--- src/rtl/pipe_skid_buffer.sv ---
// pipe_skid_buffer: two-entry valid/ready stage with registered s_ready, full throughput and flush.
module pipe_skid_buffer #(
    parameter int WIDTH = 32
) (
    input  logic             clk,
    input  logic             rst,
    input  logic             flush,
    input  logic             s_valid,
    output logic             s_ready,
    input  logic [WIDTH-1:0] s_data,
    output logic             m_valid,
    input  logic             m_ready,
    output logic [WIDTH-1:0] m_data
);
    typedef enum logic [1:0] {EMPTY, BUSY, FULL} state_t;
    state_t state, nxt;
    logic [WIDTH-1:0] skid;
    logic s_hs, ld_main, ld_skid, from_skid;
    assign s_hs = s_valid & s_ready;
    always_comb begin
        nxt = state;
        ld_main = 1'b0;
        ld_skid = 1'b0;
        from_skid = 1'b0;
        case (state)
            EMPTY: begin
                nxt = s_hs ? BUSY : EMPTY;
                ld_main = s_hs;
            end
            BUSY: begin
                nxt = s_hs ? (m_ready ? BUSY : FULL) : (m_ready ? EMPTY : BUSY);
                ld_main = s_hs & m_ready;
                ld_skid = s_hs & ~m_ready;
            end
            FULL: begin
                nxt = m_ready ? BUSY : FULL;
                ld_main = m_ready;
                from_skid = 1'b1;
            end
            default: nxt = EMPTY;
        endcase
    end
    always_ff @(posedge clk) begin
        if (rst) begin
            state <= EMPTY;
            m_valid <= 1'b0;
            s_ready <= 1'b0;
            m_data <= '0;
            skid <= '0;
        end else if (flush) begin
            state <= EMPTY;
            m_valid <= 1'b0;
            s_ready <= 1'b1;
        end else begin
            state <= nxt;
            m_valid <= nxt != EMPTY;
            s_ready <= nxt != FULL;
            if (ld_main) m_data <= from_skid ? skid : s_data;
            if (ld_skid) skid <= s_data;
        end
    end
endmodule

--- config.mk ---
export PLATFORM = sky130hd
export DESIGN_NAME = pipe_skid_buffer
export DESIGN_NICKNAME = d
export VERILOG_FILES = /design/src/rtl/pipe_skid_buffer.sv
export SDC_FILE = /design/constraint.sdc
export NUM_CORES = 1
export LEC_CHECK = 0
export CAP_MARGIN = 15
export CORE_ASPECT_RATIO = 1.75
export CORE_MARGIN = 3
export CORE_UTILIZATION = 55
export CTS_BUF_LIST = sky130_fd_sc_hd__clkbuf_4
export CTS_CLUSTER_DIAMETER = 150
export DETAILED_ROUTE_END_ITERATION = 10
export HOLD_SLACK_MARGIN = 0.15
export PLACE_DENSITY_LB_ADDON = 0.1
export SLEW_MARGIN = 10
export SYNTH_ARGS = -nofsm -noshare
export SYNTH_HDL_FRONTEND = slang
export SYNTH_SLANG_ARGS = --single-unit
export TNS_END_PERCENT = 5
--- constraint.sdc ---
create_clock -name clk -period 3.55 [get_ports clk]
set_clock_uncertainty 0.2 [all_clocks]
set_input_delay 0.71 -clock clk [delete_from_list [all_inputs] [get_ports clk]]
set_output_delay 0.71 -clock clk [all_outputs]
set_load 0.005 [all_outputs]
==> results of run 1 <==
area by class of cell:
class / count / area (um^2)
inverter: 3 / 11.26
timing repair buffer: 76 / 765.7
clock buffer: 11 / 82.58
clock inverter: 5 / 52.55
multi-input combinational: 213 / 1445
sequential: 68 / 1361
fill: 405 / 1319
tap: 54 / 67.56
logic make-up after synthesis:
family,Yosys count,synth area share (%)
flops,68,45.91
mux,32,10.80
simple gates,107,15.91
buf+inv,33,6.118
fa+ha+maj,2,0.8437
compound gates,72,20.42
Yosys cell counts (all sizes together), types with 2 or more instances:
cell type | number | share of area [%]
a21oi | 33 | 5.6
nand2 | 66 | 8.4
o21ai | 3 | 0.51
a211oi | 33 | 13
mux2i | 32 | 11
or2 | 2 | 0.42
nor3 | 34 | 5.7
buf | 18 | 4.0
ha | 2 | 0.84
inv | 3 | 0.38
o31ai | 2 | 0.68
dfxtp | 68 | 46
clkbuf | 12 | 1.8
per-stage QoR:
stage               hold WS [ns]  instances  cell area [um^2]
floorplan                 0.2357        314              2965
global placement          0.2405        414              3651
detailed placement        0.2469        414              3651
CTS                       0.2610        430              3786
global route              0.2740        430              3786
finish                    0.2589        430              3786
worst max-delay path, delay by kind of cell:
kind / cells / cell delay (ns)
AND/OR/NAND/NOR: 2 / 1.12
buffers and inverters: 1 / 0.61
AO/OA/AOI/OAI: 2 / 0.26
path summary, 6_finish.rpt:
| check | startpoint | end | slack (ns) |
|---|---|---|---|
| setup / recovery | flush | m_data[11]$_SDFFE_PP0P_ | 0.89 |
| hold / removal | skid[17]$_SDFFE_PP0P_ | skid[17]$_SDFFE_PP0P_ | 0.26 |
| setup reg to reg | state[0]$_SDFF_PP0_ | m_data[13]$_SDFFE_PP0P_ | 1.28 |
| hold reg to reg | skid[17]$_SDFFE_PP0P_ | skid[17]$_SDFFE_PP0P_ | 0.26 |
power by group:
group	switching (mW)	total (mW)	internal (mW)
Sequential	0.0137	0.799	0.786
Combinational	0.0825	0.190	0.107
Clock	0.262	0.489	0.227
Total	0.358	1.48	1.12
state kept, by name (all words and copies together) (netlist names):
name and cells:
skid 32, m_valid 1, state 2, s_ready 1, m_data 32
per-layer routing:
layer	part of all wire [%]	vias up	GRT usage, %
met5	0	-	0
met4	1.4	0	7.516
met3	4.4	9	5.138
met2	51	63	37.93
met1	43	1174	27.82
li1	-	1219	-
==> flow_summary_export.csv, run 1 <==
group,metric,value,unit
grt,grt_usage,22.58,%
sta,max_freq,0.3753,GHz
setup_path,cp-end-kind,"register",
sta,finalSetupViolations,0,
clock_network,clock_sinks,68,
setup_path,path_cells,"clkdlybuf4s50_1 > nand4bb_1 > o31ai_4 > or2_2 > a211oi_1",
floorplanning,die_area,0.006343,mm^2
sta,setup_tns,0,ns
grt,grt-ovfl-total,0,
floorplanning,io-pin-count,71,
clock_network,clockBufferDepth,2,
setup_path,path_class,"in -> reg",
grt,antenna_found_initial,0,
placed_design,routabilityCongestion,0.7238,
sta,slew_viol_final,0,
final_layout,nNetsFinal,410,
synth,syn_area_per_cell,9.444,um^2
sta,tightest_slew,1.132,ns
clock_network,cts.htree.levels,3,
clock_network,postCtsSetupBuffers,0,
sta,worst_slack,0.8858,ns
floorplanning,die_w,61.51,um
worst_hold_path,min_path_type,"reg -> reg",
drt,wl,6.573,mm
setup_path,slowest_delay,0.77,ns
drt,viasPerCell,5.733,
setup_path,worst_r2r_path_depth,3,
setup_path,startpoint_type,"input pin",
synth,async_flop_share,0,%
drt,avgRoutedWirePerCell,15.29,um
synth,ys_types,26,
sta,rsz0062_at_grt,"no",
clock_network,numCtsBuffers,9,
grt,grt_pass1_vias,2393,
clock_network,clk-insertion-delay-late,0.39,ns
final_layout,layout_commonest_cell,"clkdlybuf4s50_1",
clock_network,cts_resized,0,
final_layout,layout_common_cells,"clkdlybuf4s50_1, dfxtp_1, nand2_1",
sta,finalCriticalPeriod,2.664,ns
placed_design,port_buffers,70,
floorplanning,coreArea,0.005105,mm^2
synth,synth-edff-count,0,
worst_hold_path,hold_path_depth,2,
grt,grt_pass1_wl,10.81,mm
placed_design,preCtsSetupSlack,0.4499,ns
pwr,p_per_area,390.5,mW/mm^2
sta,finalHoldViolations,0,
final_layout,area_growth_syn_to_layout,27.68,%
synth,yosysWarnings,0,
drt,via_count,2465,
clock_network,root_buffer,"clkbuf_4",
run_status,status,"finished clean",
synth,synth_sequential_area_ratio,45.91,%
setup_path,required,3.59,ns
pwr,vdd_drop_max,0.2366,mV
setup_path,cp.arrival,2.70,ns
drt,drt_iter0_drc,101,
final_layout,final_core_util,74.17,%
clock_network,ctsHoldBuffers,0,
pwr,leakagePower,1.484,nW
final_layout,drive_above_1_share,15.43,%
setup_path,crit_fanout,32,
floorplanning,rows,34,
synth,ys.flop_type,"dfxtp_1",
final_layout,diodes,0,
drt,ant_nets,0,
synth,syn_area,0.002965,mm^2
sta,max_slew_margin,24.53,%
sta,finalCritPeriodShare,75.05,%
floorplanning,die_y,103.1,um
floorplanning,start_util,58.09,%
clock_network,cts_tree,"yes",
synth,ys_ff_latch,68,
placed_design,place_hpwl,4.157,mm
drt,dr.pass1.iters,4,
flow_run,drv_cap,0,
synth,synthCells,314,
synth,synth_nets,353,
clock_network,clk_pin_slew,0.10,ns
grt,grt_max_degree,39,
drt,route.detailed.drc,0,
setup_path,cpMaxStageDelayCell,"or2_2",
pwr,total_power,1.478,mW
(Power assumes the default switching activity.)
==> inputs of run 2 (changes only) <==
CORE_UTILIZATION = 51   (was 55)
clock period = 2.56 ns   (was 3.55 ns; I/O delays follow)
==> flow_summary_export.csv, run 2 (synthesis results as in run 1) <==
group,metric,value,unit
drt,wl,6.992,mm
clock_network,postCtsSetupBuffers,0,
sta,tightest_slew,0.5868,ns
setup_path,cp.arrival,2.22,ns
worst_hold_path,min_path_type,"reg -> reg",
drt,drt_iter0_drc,85,
clock_network,cts.htree.levels,3,
grt,grt_pass1_wl,11.59,mm
floorplanning,die_area,0.006801,mm^2
clock_network,clk-insertion-delay-late,0.41,ns
floorplanning,start_util,53.09,%
placed_design,preCtsSetupSlack,0.05589,ns
final_layout,diodes,0,
final_layout,final_core_util,70.90,%
clock_network,cts_resized,0,
pwr,total_power,2.165,mW
setup_path,crit_family,"buffers and inverters",
final_layout,nFillCells,479,
pwr,vdd_drop_max,0.4007,mV
clock_network,clk_pin_slew,0.10,ns
grt,grt_pass1_vias,2433,
sta,finalCritPeriodShare,81.86,%
drt,route.detailed.drc,0,
final_layout,area_growth_syn_to_layout,33.54,%
clock_network,clockBufferDepth,2,
setup_path,cp_num_buf_inv,3,
placed_design,place_hpwl,4.738,mm
setup_path,cpMaxStageDelayCell,"clkdlybuf4s50_1",
setup_path,slowest_delay,0.40,ns
setup_path,path_cells,"clkdlybuf4s50_1 > nand2_1 > inv_1 > ha_1 > nand4bb_1 > o31ai_4 > or2_2 > buf_4 > a211oi_2",
clock_network,numCtsBuffers,9,
clock_network,clock_sinks,68,
floorplanning,die_w,63.64,um
sta,finalSetupViolations,0,
setup_path,startpoint_type,"input pin",
flow_run,drv_cap,0,
clock_network,root_buffer,"clkbuf_4",
floorplanning,coreArea,0.005585,mm^2
final_layout,drive_above_1_share,17.27,%
sta,finalHoldViolations,0,
floorplanning,rows,36,
grt,grt-ovfl-total,0,
final_layout,layout_common_cells,"clkdlybuf4s50_1, dfxtp_1, nand2_1",
sta,finalCriticalPeriod,2.095,ns
placed_design,routabilityCongestion,0.8408,
setup_path,required,2.69,ns
grt,grt_max_degree,33,
final_layout,top_regs,"m_data: 32 flops, skid: 32 flops, state: 2 flops",
grt,antenna_found_initial,0,
grt,grt_usage,21.85,%
placed_design,port_buffers,70,
setup_path,cp-end-kind,"register",
drt,viasPerCell,5.466,
drt,dr.pass1.iters,4,
drt,ant_nets,0,
pwr,leakagePower,1.559,nW
sta,setup_tns,0,ns
sta,max_slew_margin,60.88,%
final_layout,nNetsFinal,422,
run_status,status,"finished clean",
sta,max_freq,0.4772,GHz
floorplanning,die_y,106.9,um
setup_path,crit_fanout,9,
clock_network,ctsHoldBuffers,0,
sta,worst_slack,0.4645,ns
setup_path,path_class,"in -> reg",
floorplanning,io-pin-count,71,
final_layout,layout_commonest_cell,"clkdlybuf4s50_1",
drt,via_count,2536,
sta,slew_viol_final,0,
clock_network,cts_tree,"yes",
sta,whs,0.2581,ns
pwr,p_per_area,546.6,mW/mm^2
sta,rsz0062_at_grt,"no",
drt,avgRoutedWirePerCell,15.07,um
-- run 2: final timing paths --
path / startpoint / depth (start not counted) / to / slack, ns
worst min-delay path: skid[25]$_SDFFE_PP0P_ / 2 / skid[25]$_SDFFE_PP0P_ / 0.26
worst max register to register: state[0]$_SDFF_PP0_ / 4 / m_data[20]$_SDFFE_PP0P_ / 0.54
worst max-delay path: s_valid / 9 / m_data[20]$_SDFFE_PP0P_ / 0.46
worst min register to register: skid[25]$_SDFFE_PP0P_ / 2 / skid[25]$_SDFFE_PP0P_ / 0.26
-- run 2: final cells by class --
cell class,instances,area [um^2],share of cell area (%)
multi-input cells,213,1445,36.49
flip-flops and latches,68,1361,34.38
repair buffers,88,893.4,22.56
well taps,76,95.09,2.401
clock inverters,6,78.83,1.991
clock buffers,10,75.07,1.896
inverters,3,11.26,0.2844
-- run 2: power breakdown --
group	switching (mW)	leakage (nW)	internal (mW)
Sequential	0.0204	0.552	1.09
Clock	0.375	0.0791	0.398
Combinational	0.119	0.927	0.162
-- run 2: routing by layer --
layer	vias up	global-route usage (%)	part of all wire, %
li1	1248	-	-
met1	1209	25.94	43
met2	67	36.95	52
met3	12	4.507	3.5
met4	0	10.82	2.2
met5	-	0	0
-- run 2: worst register-to-register path, delay by kind of cell (launching register included) --
kind	cells	cell delay, ns
mux	1	0.29
flops	1	0.55
buf+inv	1	0.27
compound gates	1	0.11
simple gates	1	0.49
-- run 2: metrics by stage --
step / instances / area (um^2)
after floorplan: 314 / 2965
after global placement: 448 / 3806
after detailed placement: 448 / 3806
after CTS: 464 / 3960
after global routing: 464 / 3960
final: 464 / 3960
